<file path="config.mk">
export PLATFORM = sky130hd
export DESIGN_NAME = pipe_queue
export DESIGN_NICKNAME = d
export VERILOG_FILES = /design/src/rtl/pipe_queue_pkg.sv /design/src/rtl/pipe_queue_mem.sv /design/src/rtl/pipe_queue.sv
export SDC_FILE = /design/constraint.sdc
export NUM_CORES = 1
export LEC_CHECK = 0
export BUFFER_PORTS_ARGS = -buffer_cell sky130_fd_sc_hd__buf_4
export CORE_MARGIN = 5
export CORE_UTILIZATION = 60
export CTS_BUF_LIST = sky130_fd_sc_hd__clkbuf_8
export CTS_CLUSTER_SIZE = 8
export DETAILED_ROUTE_END_ITERATION = 16
export GPL_ROUTABILITY_DRIVEN = 0
export PLACE_DENSITY = 0.94
export REMOVE_ABC_BUFFERS = 1
export SLEW_MARGIN = 20
export SYNTH_ARGS = -nofsm -noshare
export SYNTH_HDL_FRONTEND = slang
export SYNTH_HIERARCHICAL = 1
export SYNTH_SLANG_ARGS = --single-unit
</file>
<file path="constraint.sdc">
create_clock -name clk -period 14.3 [get_ports clk]
set_input_delay 2.86 -clock clk [delete_from_list [all_inputs] [get_ports clk]]
set_output_delay 2.86 -clock clk [all_outputs]
set_load 0.01 [all_outputs]
</file>
<file path="src/rtl/pipe_queue_pkg.sv">
// Shared definitions for the pipe_queue elastic buffer: default sizing and
// the default payload layout (PC / NNPC / instruction, 32 bits each).
package pipe_queue_pkg;

  localparam int unsigned PQ_DEFAULT_DEPTH  = 4;
  localparam int unsigned PQ_DEFAULT_DATA_W = 96;

  // Default payload field offsets
  localparam int unsigned PQ_FIELD_W  = 32;
  localparam int unsigned PQ_PC_LSB   = 64;
  localparam int unsigned PQ_NNPC_LSB = 32;
  localparam int unsigned PQ_INST_LSB = 0;

  // Default payload packing, MSB first: pc, nnpc, inst
  typedef struct packed {
    logic [PQ_FIELD_W-1:0] pc;
    logic [PQ_FIELD_W-1:0] nnpc;
    logic [PQ_FIELD_W-1:0] inst;
  } pq_payload_t;

endpackage

</file>
<file path="src/rtl/pipe_queue_mem.sv">
// DEPTH x DATA_W register array: one synchronous write port, one
// asynchronous read port. Contents are not reset; pointers and count in
// the parent define which entries are live.
module pipe_queue_mem
  import pipe_queue_pkg::*;
#(
  parameter int unsigned DATA_W = PQ_DEFAULT_DATA_W,
  parameter int unsigned DEPTH  = PQ_DEFAULT_DEPTH
) (
  input  logic                       clk,
  input  logic                       we,
  input  logic [$clog2(DEPTH)-1:0]   waddr,
  input  logic [DATA_W-1:0]          wdata,
  input  logic [$clog2(DEPTH)-1:0]   raddr,
  output logic [DATA_W-1:0]          rdata
);

  logic [DATA_W-1:0] mem [DEPTH];

  // Write port
  always_ff @(posedge clk) begin
    if (we) begin
      mem[waddr] <= wdata;
    end
  end

  // Read port
  assign rdata = mem[raddr];

endmodule

</file>
<file path="src/rtl/pipe_queue.sv">
// Elastic buffer between two pipeline stages using valid/allowin handshakes.
// Holds up to DEPTH payloads in strict FIFO order, flushes in one cycle and
// exports its occupancy. up_allowin_out depends only on registered state.
// Optional macro PIPE_QUEUE_BYPASS_EN: an empty queue passes an accepted
// payload straight through in the same cycle without storing it.
module pipe_queue
  import pipe_queue_pkg::*;
#(
  parameter int unsigned DATA_W = PQ_DEFAULT_DATA_W,
  parameter int unsigned DEPTH  = PQ_DEFAULT_DEPTH
) (
  input  logic                          clk,
  input  logic                          rst,
  input  logic                          flush_in,
  input  logic                          up_valid_in,
  input  logic [DATA_W-1:0]             up_data_in,
  output logic                          up_allowin_out,
  output logic                          dn_valid_out,
  output logic [DATA_W-1:0]             dn_data_out,
  input  logic                          dn_allowin_in,
  output logic [$clog2(DEPTH+1)-1:0]    count_out,
  output logic                          full_out,
  output logic                          empty_out
);

  localparam int unsigned CNT_W = $clog2(DEPTH + 1);
  localparam int unsigned PTR_W = $clog2(DEPTH);

  logic [PTR_W-1:0]  wr_ptr, rd_ptr, wr_ptr_n, rd_ptr_n;
  logic [CNT_W-1:0]  count_q, count_n;
  logic              full_q, empty_q;
  logic              push, pop;
  logic [DATA_W-1:0] head_data;

  // Handshake qualification and output selection
`ifdef PIPE_QUEUE_BYPASS_EN
  logic bypass;
  assign bypass       = empty_q & up_valid_in & dn_allowin_in & ~flush_in;
  assign push         = up_valid_in & ~full_q & ~flush_in & ~bypass;
  assign dn_valid_out = ~empty_q | bypass;
  assign dn_data_out  = bypass ? up_data_in : head_data;
`else
  assign push         = up_valid_in & ~full_q & ~flush_in;
  assign dn_valid_out = ~empty_q;
  assign dn_data_out  = head_data;
`endif

  // Pop only from real entries so a bypassed beat never touches the count
  assign pop = ~empty_q & dn_allowin_in & ~flush_in;

  assign up_allowin_out = ~full_q;
  assign count_out      = count_q;
  assign full_out       = full_q;
  assign empty_out      = empty_q;

  // Next pointer/count; flush overrides push and pop
  always_comb begin
    wr_ptr_n = wr_ptr;
    rd_ptr_n = rd_ptr;
    count_n  = count_q;
    if (flush_in) begin
      wr_ptr_n = '0;
      rd_ptr_n = '0;
      count_n  = '0;
    end else begin
      if (push) wr_ptr_n = wr_ptr + PTR_W'(1);
      if (pop)  rd_ptr_n = rd_ptr + PTR_W'(1);
      if (push && !pop)      count_n = count_q + CNT_W'(1);
      else if (pop && !push) count_n = count_q - CNT_W'(1);
    end
  end

  // Pointer, count and occupancy-flag registers
  always_ff @(posedge clk or posedge rst) begin
    if (rst) begin
      wr_ptr  <= '0;
      rd_ptr  <= '0;
      count_q <= '0;
      full_q  <= 1'b0;
      empty_q <= 1'b1;
    end else begin
      wr_ptr  <= wr_ptr_n;
      rd_ptr  <= rd_ptr_n;
      count_q <= count_n;
      full_q  <= (count_n == CNT_W'(DEPTH));
      empty_q <= (count_n == '0);
    end
  end

  pipe_queue_mem #(
    .DATA_W (DATA_W),
    .DEPTH  (DEPTH)
  ) u_mem (
    .clk   (clk),
    .we    (push),
    .waddr (wr_ptr),
    .wdata (up_data_in),
    .raddr (rd_ptr),
    .rdata (head_data)
  );

endmodule
</file>
# Yosys cells after proc, flatten, opt, wreduce, memory -nomap -nowiden
# Memories as Yosys holds them, arrays and structs flattened.
# Cells that the tools add are included.
# word_totals
reg_bits	9
latch_bits	0
mem_bits_rw	384
rom_bits	0
input_bits	101
output_inout_bits	103
word_cells	34
n_memories	1
# memory_table
name	words	width	rd	rd_clocked_by_memory_dff	write_ports	line	rtl
u_mem.mem	4	96	1	0	1	pipe_queue_mem.sv:18	logic [DATA_W-1:0] mem [DEPTH];
# classes
n_addsub	4
n_mul	0
n_div	0
magnitude_cmp	0
n_eq_ne	1
shifts	0
muxes	9
bitwise	7
n_reduce_logical	7
# op_table
operator	n
two-way mux 3 bit	3
two-way mux 2 bit	4
adder 2 x 1 -> 2 bit (second input constant)	2
bitwise AND 1 bit	4
nonzero test 2 bit	2
adder 3 x 1 -> 3 bit (second input constant)	1
== test 3 bit (second input constant)	1
zero test 3 bit	1
inverter 1 bit	3
subtractor 3 x 1 -> 3 bit (second input constant)	1
logical AND 1 bit	2
zero test 1 bit	2
two-way mux 1 bit	2

# Depth between registers and ports, before layout
# Gate-level depths: netlist of the first run.
# depth
depth_word	9
ltp_mapped	6
mapped_depth_nobuf	6

# Modules after synthesis
# The synthesis of the first run kept the hierarchy.
# by_module_without_submodules
mod	instances	cells_per_inst	area_per_inst_um2	seq_area_each_um2
pipe_queue_mem	1	506	13889.6	11531.1
pipe_queue	1	57	539.3	226.5

# Worst setup path after synthesis of the first run
# No wires, ideal clock.
# synth_timing
kind	in2reg
startpoint	in flush_in
endpoint	mem u_mem/mem[0][0] (netlist name), enable pin
setup_ps	688
arrival_time_ps	10242
t_required_ps	13612
path_slack_ps	3370
path_stages	3
path_buffers	1
cell_sequence	clkbuf_1 nor2_1 nor3b_1
# synth_via
elab_chain_len	4
# synth_lines
element	line	rtl
from (decl)	pipe_queue.sv:14	input logic flush_in,
inverter 1 bit	pipe_queue.sv:43	assign push = up_valid_in & ~full_q & ~flush_in;
bitwise AND 1 bit	pipe_queue.sv:43	
net push	pipe_queue.sv:32	logic push, pop;
two-way mux 1 bit	pipe_queue_mem.sv:22	if (we) begin
two-way mux 1 bit (not written as such)	pipe_queue_mem.sv:23	mem[waddr] <= wdata;
to (decl)	pipe_queue_mem.sv:18	
# The timed path passes the listed nets, and every way through them passes these cells.

# Worst setup path in the final report of the first run
# layout_timing
startpoint	reg rd_ptr[0]
endpoint	out dn_data_out[31]
# layout_via
elab_chain_len	1
# layout_lines
element	line	rtl
from (decl)	pipe_queue.sv:29	logic [PTR_W-1:0] wr_ptr, rd_ptr, wr_ptr_n, rd_ptr_n;
from (signal assigned)	pipe_queue.sv:83	rd_ptr <= rd_ptr_n;
memory read (4 x 96 bit)	--	
to (decl)	pipe_queue.sv:19	output logic [DATA_W-1:0] dn_data_out,
# No other way between the ends.

==> results of run 1 <==
## synth_stat cells (2+ instances only)
cell      number  area share (%)
nand2_1        3           0.078
and3b_1        2            0.12
nor2b_1        2           0.087
a211oi_1       4            0.21
inv_1          6            0.16
edfxtp_1     384              80
buf_2         11            0.38
xnor2_1        5            0.30
mux4_2        96              15
buf_6          2            0.16
clkbuf_1       6            0.16
nor2_1        10            0.26
buf_8          4            0.42
nand2b_1       2           0.087
ha_1           2            0.17
xor2_1         2            0.12
dfrtp_1        8             1.4
## metal layers
metal	GRT usage [%]	up-vias	share of wire, %
li1	-	2893	-
met2	33.9	233	53
met5	0	-	0.13
met3	6.11	40	7.7
met4	5.14	4	1.4
met1	26.0	3423	38
## cell type report
cell class	count	area, µm²	area share, %
inverters	6	22.5	0.130
clock inverters	30	113	0.652
repair buffers	210	1580	9.14
multi-input cells	139	2480	14.3
flip-flops and latches	393	11800	68.1
clock buffers	67	922	5.34
well taps	319	399	2.31
## registers in the layout (all words and copies together), names as in the netlist
name,cells
full_out,1
wr_ptr,2
empty_out,1
rd_ptr,2
u_mem/mem,384
count_out,3
## power by group through the flow
stage          clock [mW]  combinational, mW  sequential (mW)
3_3_place_gp            0              0.306             1.36
2_1_floorplan           0              0.163             1.38
4_1_cts             0.817              0.315             1.34
3_5_place_dp            0              0.314             1.37
6_report            0.794              0.309             1.34
5_1_grt             0.874              0.331             1.35
## worst min path at each step
| stage | startpoint | to | slack (ns) | cells past startpoint |
|---|---|---|---|---|
| 6_report | wr_ptr[1]$_DFFE_PP0P_ | wr_ptr[1]$_DFFE_PP0P_ | 0.65 | 2 |
| 3_5_place_dp | wr_ptr[1]$_DFFE_PP0P_ | wr_ptr[1]$_DFFE_PP0P_ | 0.64 | 2 |
| 2_1_floorplan | wr_ptr[1]$_DFFE_PP0P_ | wr_ptr[1]$_DFFE_PP0P_ | 0.55 | 2 |
| 4_1_cts | wr_ptr[1]$_DFFE_PP0P_ | wr_ptr[1]$_DFFE_PP0P_ | 0.65 | 2 |
| 3_3_place_gp | wr_ptr[1]$_DFFE_PP0P_ | wr_ptr[1]$_DFFE_PP0P_ | 0.60 | 2 |
| 5_1_grt | wr_ptr[0]$_DFFE_PP0P_ | wr_ptr[0]$_DFFE_PP0P_ | 0.73 | 2 |
## worst register-to-register path, cell delays in order, from the launching register on
cell and delay [ns]:
dfrtp_1 0.43, nand2b_1 0.25, nor2_1 0.28, and3b_4 0.73, buf_4 0.82
## logic make-up after synthesis
kind of cell               Yosys count
xor gates and xnor gates             7
and+or+nand+nor                     26
AOI/OAI and AO/OA                    8
buffers and inverters               31
DFF                                393
adders and majority gates            2
muxes                               96
## per-stage QoR
| stage | hold WS (ns) | setup WS, ns | util (%) | power (mW) | area, µm² |
|---|---|---|---|---|---|
| finish | 0.651 | 8.02 | 73.4 | 2.45 | 17300 |
| global route | 0.734 | 7.62 | 73.4 | 2.55 | 17300 |
| CTS | 0.652 | 7.88 | 73.4 | 2.48 | 17300 |
| detailed placement | 0.637 | 8.52 | 69.0 | 1.68 | 16200 |
| global placement | 0.597 | 8.52 | 69.0 | 1.67 | 16200 |
| floorplan | 0.546 | 3.48 | - | 1.54 | 14200 |
==> flow_summary.json, run 1 <==
{
  "cts_setup_buffers": 0,
  "drc": 0,
  "synth-xor-area-share_pct": 0.425,
  "synth_fa_ha_area_share_pct": 0.173,
  "postSynthAreaPerCell_um2": 25.6,
  "rows": 56,
  "yosys.area_share.simple_pct": 1.05,
  "fp.dieH_um": 165,
  "syn_inst": 563,
  "grt_max_degree": 80,
  "cts_buffer_depth": 3,
  "finalWirelength_mm": 26.8,
  "drt-vias-per-instance": 5.66,
  "cts_tree": "yes",
  "min_path_type": "flip-flop to flip-flop",
  "critical_path.endpoint": "dn_data_out[31]",
  "drt_first_pass_iters": 4,
  "path_buf_inv": 2,
  "critPathMostFrequentCell": "buf_4",
  "clkTransAtPathRegs_ns": 0.05,
  "netSwitchingFraction_pct": 22.3,
  "vdd.ir_drop.worst_uv": 99.2,
  "via_count": 6593,
  "reg2reg_to": "u_mem/mem[1][14]$_DFFE_PP_",
  "tns_ns": 0,
  "setup.worst_path.start": "rd_ptr[0]$_DFFE_PP0P_",
  "yosysSeqAreaShare_pct": 81.5,
  "core-area_mm2": 0.0235,
  "netlist_area_mm2": 0.0144,
  "hold_viol": 0,
  "muxShareOfSynthArea_pct": 15.0,
  "synth.distinct_cells": 31,
  "timing_worst_setup_path_type": "flip-flop to output port",
  "post-route-period-util_pct": 43.9,
  "drive_gt1_share_pct": 45.3,
  "p_per_area_mw_per_mm2": 142,
  "hpwl_mm": 16.6,
  "postRouteAntennaNets": 0,
  "crit_path_end_kind": "output port",
  "yosysWarnings": 6,
  "final_cell_mix": "384 x edfxtp_1, 209 x buf_4, 96 x mux4_2, 67 x clkbuf_8, 32 x inv_1",
  "root_buffer": "clkbuf_8",
  "worstPathArrival_ns": 3.42,
  "dieArea_mm2": 0.0272,
  "first_iter_violations": 389,
  "fin_skew_ns": 0.0396,
  "crit_family": "buffers and inverters",
  "die_x_um": 165,
  "p_comb_share_pct": 12.6,
  "cts-resized-gates": 0,
  "synth-compound-area-share_pct": 0.425,
  "port_buffers": 203,
  "cp_max_fo": 50,
  "maxCapViolCount": 0,
  "min_period_ns": 6.28,
  "io_pins": 204,
  "layout_commonest_cell": "edfxtp_1",
  "antenna_found_initial": 2,
  "grt_pass1_vias": 7274,
  "cp_slowest_stage_delay_ns": 1.03,
  "fmax_ghz": 0.159,
  "setup_viol": 0,
  "startpoint_type": "flip-flop",
  "grt.total_usage_pct": 20.1,
  "worstSetupPathDepth": 3,
  "n_fill_cell": 1331,
  "finalNonFillerCells": 1164,
  "final_max_slew_viol_count": 0,
  "p_clk_share_pct": 32.5,
  "ff2ff_setup_slack_ns": 11.35,
  "ys_async_sr_fraction_pct": 2.29,
  "worst_r2r_startpoint": "full_out$_DFF_PP0_",
  "dp_cells": 1067,
  "slew_headroom_pct": 34.8,
  "holdBufCountCts": 0,
  "pwr-share-seq_pct": 54.9,
  "r2r_cells": 4,
  "synth_top_family_by_area": "multiplexers",
  "synth_edf_count": 384,
  "start_util_pct": 61.3,
  "synth_flop_cell": "edfxtp_1",
  "clock_latency_ns": 0.58,
  "crit_chain": "buf_4, mux4_2, buf_4",
  "grt_setup_unrepaired": "no",
  "htreeDepth": 2,
  "syn2layout_area_growth_pct": 19.8,
  "worst_pin_slew_ns": 0.978,
  "cts.sinks": 393,
  "grt_pass1_wl_mm": 40.8,
  "antenna_cells": 0,
  "p_int_mw": 1.90,
  "critPathRequiredTime_ns": 11.44,
  "grt_overflow_total": 0,
  "p_leak_nw": 5.86,
  "status": "complete, no violations",
  "layout.nets": 912,
  "critPathSlowestCell": "dfrtp_4",
  "ys_ff_latch": 393,
  "cts_buffers": 59,
  "power.switching_uw": 545,
  "routedWlPerCell_um": 23.0
}
Note: power is estimated with default switching activity, not from simulation.
==> run 2, diff against run 1 <==
Settings changed: CORE_UTILIZATION 60 to 53, PLACE_DENSITY 0.94 to 0.89.
Clock period 14.3 ns to 5.45 ns, I/O delays scaled along.
==> flow_summary.json, run 2 (same netlist as run 1, synthesis figures left out) <==
{
  "htreeDepth": 2,
  "final_cell_mix": "384 x edfxtp_1, 208 x buf_4, 96 x mux4_2, 64 x clkbuf_8, 34 x inv_1",
  "layout_commonest_cell": "edfxtp_1",
  "finalWirelength_mm": 26.8,
  "cts_tree": "yes",
  "cts_buffers": 60,
  "slew_headroom_pct": 30.3,
  "p_leak_nw": 5.90,
  "worst_pin_slew_ns": 1.05,
  "root_buffer": "clkbuf_8",
  "worst_r2r_startpoint": "full_out$_DFF_PP0_",
  "start_util_pct": 53.7,
  "n_fill_cell": 1717,
  "largest_register_ffs": 384,
  "cts-resized-gates": 0,
  "cts_setup_buffers": 0,
  "drive_gt1_share_pct": 45.1,
  "tns_ns": 0,
  "grt_max_degree": 69,
  "maxCapViolCount": 0,
  "cp_max_fo": 37,
  "post-route-period-util_pct": 70.4,
  "fin_area_mm2": 0.0174,
  "postRouteAntennaNets": 0,
  "first_iter_violations": 440,
  "critPathRequiredTime_ns": 4.36,
  "dieArea_mm2": 0.0306,
  "antenna_found_initial": 0,
  "hold_viol": 0,
  "syn2layout_area_growth_pct": 20.5,
  "grt_overflow_total": 0,
  "clkTransAtPathRegs_ns": 0.06,
  "setup.worst_path.start": "rd_ptr[0]$_DFFE_PP0P_",
  "grt_pass1_vias": 7464,
  "timing_worst_setup_path_type": "flip-flop to output port",
  "fin_skew_ns": 0.0181,
  "vdd.ir_drop.worst_uv": 231,
  "setup_ws_ns": 1.61,
  "grt_pass1_wl_mm": 42.3,
  "fmax_ghz": 0.260,
  "io_pins": 204,
  "die_x_um": 175,
  "p_per_area_mw_per_mm2": 368,
  "worstPathArrival_ns": 2.75,
  "crit_path_end_kind": "output port",
  "min_path_type": "primary input to asynchronous set/reset pin",
  "grt_setup_unrepaired": "no",
  "setup_viol": 0,
  "dpl-instance-area_mm2": 0.0163,
  "final_max_slew_viol_count": 0,
  "rows": 60,
  "drt_first_pass_iters": 5,
  "core-area_mm2": 0.0269,
  "largest_register": "u_mem/mem",
  "drc": 0,
  "startpoint_type": "flip-flop",
  "via_count": 6619,
  "status": "complete, no violations",
  "clock_latency_ns": 0.57,
  "holdBufCountCts": 0,
  "port_buffers": 203,
  "post-place-ws_ns": 2.14,
  "hpwl_mm": 16.5,
  "drt-vias-per-instance": 5.54,
  "layout.nets": 916,
  "cts.sinks": 393,
  "min_period_ns": 3.84,
  "antenna_cells": 0,
  "fp.dieH_um": 175,
  "routedWlPerCell_um": 22.5,
  "cts_buffer_depth": 3,
  "grt.total_usage_pct": 17.9
}
==> run 2: worst paths after layout <==
path | endpoint | slack, ns | cells after the start
setup reg to reg | u_mem/mem[2][2]$_DFFE_PP_ | 2.99 | 4
max in group asynchronous | empty_out$_DFF_PP1_ | 4.62 | 2
hold / removal | count_out[1]$_DFF_PP0_ | 0.51 | 2
setup / recovery | dn_data_out[87] | 1.61 | 3
hold reg to reg | wr_ptr[1]$_DFFE_PP0P_ | 0.66 | 2
min in group clk | wr_ptr[1]$_DFFE_PP0P_ | 0.66 | 2
==> run 2: layout make-up <==
type	count	area, µm²	share of cell area [%]
clock inverters	39	149	0.856
flip-flops and latches	393	11800	67.7
inverters	6	22.5	0.130
well taps	341	427	2.45
repair buffers	213	1660	9.56
multi-input cells	139	2480	14.3
clock buffers	64	881	5.07
==> run 2: report_power, final <==
group	switching (mW)	internal, mW	total, mW	leakage (nW)
clock	0.997	1.07	2.06	0.631
sequential	0.0755	3.44	3.52	3.60
combinational	0.372	0.449	0.821	1.67
==> run 2: metal layers <==
metal	up-vias	track usage, %	share of wire [%]
met3	42	4.57	6.7
met4	0	4.71	1.6
met5	-	0	0
met1	3413	24.2	40
li1	2913	-	-
met2	251	29.7	52
==> run 2: metrics by stage <==
stage	std cells	hold slack (ns)	total power, mW	util (%)
after global placement	1091	0.602	4.39	60.8
after floorplan	538	0.546	4.05	-
after global routing	1195	0.487	6.71	64.7
after detailed placement	1091	0.649	4.42	60.8
after CTS	1194	0.472	6.50	64.6
final	1195	0.506	6.40	64.7
==> run 2: critical path, stage by stage (launching register included) <==
cell	delay (ns)
dfrtp_4	0.92
buf_4	0.49
mux4_2	0.59
buf_4	0.17
==> run 3, diff against run 2 <==
Clock period 5.45 ns to 3.35 ns, I/O delays scaled along.
==> flow_summary.json, run 3 (same netlist as run 1, synthesis figures left out) <==
{
  "p_int_mw": 8.11,
  "multi_input_area_mm2": 0.00248,
  "clkTransAtPathRegs_ns": 0.06,
  "root_buffer": "clkbuf_8",
  "grt_pass1_wl_mm": 42.7,
  "fin_area_mm2": 0.0175,
  "final_cell_mix": "384 x edfxtp_1, 205 x buf_4, 96 x mux4_2, 65 x clkbuf_8, 33 x inv_1",
  "min_period_ns": 2.87,
  "p_leak_nw": 5.93,
  "n_fill_cell": 1719,
  "cts_buffer_depth": 3,
  "hpwl_mm": 16.3,
  "crit_family": "multiplexers",
  "crit_path_end_kind": "output port",
  "antenna_found_initial": 0,
  "first_iter_violations": 486,
  "fin_skew_ns": 0.0217,
  "drt-vias-per-instance": 5.51,
  "htreeDepth": 2,
  "cts_setup_buffers": 0,
  "p_per_area_mw_per_mm2": 600,
  "status": "complete, no violations",
  "timing_worst_setup_path_type": "flip-flop to output port",
  "grt_overflow_total": 0,
  "drt_first_pass_iters": 4,
  "crit_chain": "buf_12, mux4_2, buf_4",
  "path_buf_inv": 2,
  "slew_headroom_pct": 54.8,
  "cts.sinks": 393,
  "reg2reg_to": "u_mem/mem[3][54]$_DFFE_PP_",
  "fp.dieH_um": 175,
  "power.switching_mw": 2.37,
  "netSwitchingFraction_pct": 22.7,
  "critPathRequiredTime_ns": 2.68,
  "rows": 60,
  "cp_max_fo": 55,
  "layout.nets": 918,
  "dp_cells": 1094,
  "r2r_cells": 4,
  "finalNonFillerCells": 1194,
  "cts_buffers": 60,
  "largest_register_ffs": 384,
  "io_pins": 204,
  "dpl-instance-area_mm2": 0.0164,
  "routedWlPerCell_um": 22.8,
  "die_x_um": 175,
  "clock_latency_ns": 0.57,
  "ff2ff_setup_slack_ns": 1.18,
  "holdBufCountCts": 0,
  "cp_slowest_stage_delay_ns": 0.60,
  "port_buffers": 203,
  "postRouteAntennaNets": 0,
  "hold_viol": 0,
  "setup_viol": 0,
  "grt_max_degree": 97,
  "via_count": 6580,
  "post-route-period-util_pct": 85.8,
  "seqCellArea_mm2": 0.0118,
  "finalWirelength_mm": 27.3,
  "critPathSlowestCell": "mux4_2",
  "cts_tree": "yes",
  "syn2layout_area_growth_pct": 21.0,
  "layout_commonest_cell": "edfxtp_1",
  "min_path_type": "primary input to asynchronous set/reset pin",
  "worst_r2r_startpoint": "full_out$_DFF_PP0_",
  "dieArea_mm2": 0.0306,
  "maxCapViolCount": 0,
  "vdd.ir_drop.worst_uv": 390,
  "worst_pin_slew_ns": 0.676,
  "grt_setup_unrepaired": "no",
  "p_comb_share_pct": 13.5,
  "startpoint_type": "flip-flop",
  "grt_pass1_vias": 7558,
  "final_max_slew_viol_count": 0,
  "drc": 0,
  "core-area_mm2": 0.0269,
  "largest_register": "u_mem/mem",
  "fmax_ghz": 0.348,
  "drive_gt1_share_pct": 46.0,
  "setup.worst_path.start": "rd_ptr[0]$_DFFE_PP0P_",
  "antenna_cells": 0,
  "worstPathArrival_ns": 2.20,
  "start_util_pct": 53.7,
  "p_clk_share_pct": 32.3,
  "cts-resized-gates": 0,
  "pwr-share-seq_pct": 54.1,
  "grt.total_usage_pct": 18.1
}
[run 3: worst max path at each step]
stage,cells past startpoint,end,slack (ns)
final,3,dn_data_out[68],0.48
after global routing,3,dn_data_out[68],0.33
after CTS,3,dn_data_out[68],0.41
after detailed placement,5,u_mem/mem[3][30]$_DFFE_PP_,0.97
after global placement,5,u_mem/mem[3][10]$_DFFE_PP_,1.01
after floorplan,3,u_mem/mem[0][0]$_DFFE_PP_,-5.28
[run 3: final cells by class]
class	instances	share of cell area, %
flip-flops and latches	393	67.4
multi-input cells	139	14.2
repair buffers	215	9.96
clock buffers	65	5.12
well taps	341	2.44
clock inverters	35	0.795
inverters	6	0.129
[run 3: stage by stage]
stage / setup WS (ns) / TNS (ns) / hold WS [ns] / total power [mW] / utilization, %
after global routing: 0.333 / 0 / 0.0502 / 11.0 / 65.0
after floorplan: -5.28 / -774.99 / 0.497 / 6.58 / -
after detailed placement: 0.968 / 0 / 0.661 / 7.22 / 61.1
after CTS: 0.407 / 0 / 0.0346 / 10.6 / 65.0
final: 0.476 / 0 / 0.0717 / 10.5 / 65.0
after global placement: 1.01 / 0 / 0.605 / 7.17 / 61.1
[run 3: per-layer routing]
metal | track usage, % | vias to the layer above | wire length (µm)
li1 | - | 2907 | -
met2 | 30.6 | 233 | 14200
met4 | 5.27 | 0 | 426
met3 | 5.24 | 35 | 1950
met5 | 0 | - | 0
met1 | 23.2 | 3405 | 10700
[run 3: power by group through the flow]
stage	clock [mW]	sequential [mW]	combinational, mW
6_report	3.39	5.67	1.42
5_1_grt	3.75	5.69	1.52
4_1_cts	3.50	5.68	1.45
3_5_place_dp	0	5.77	1.45
3_3_place_gp	0	5.76	1.41
2_1_floorplan	0	5.89	0.697
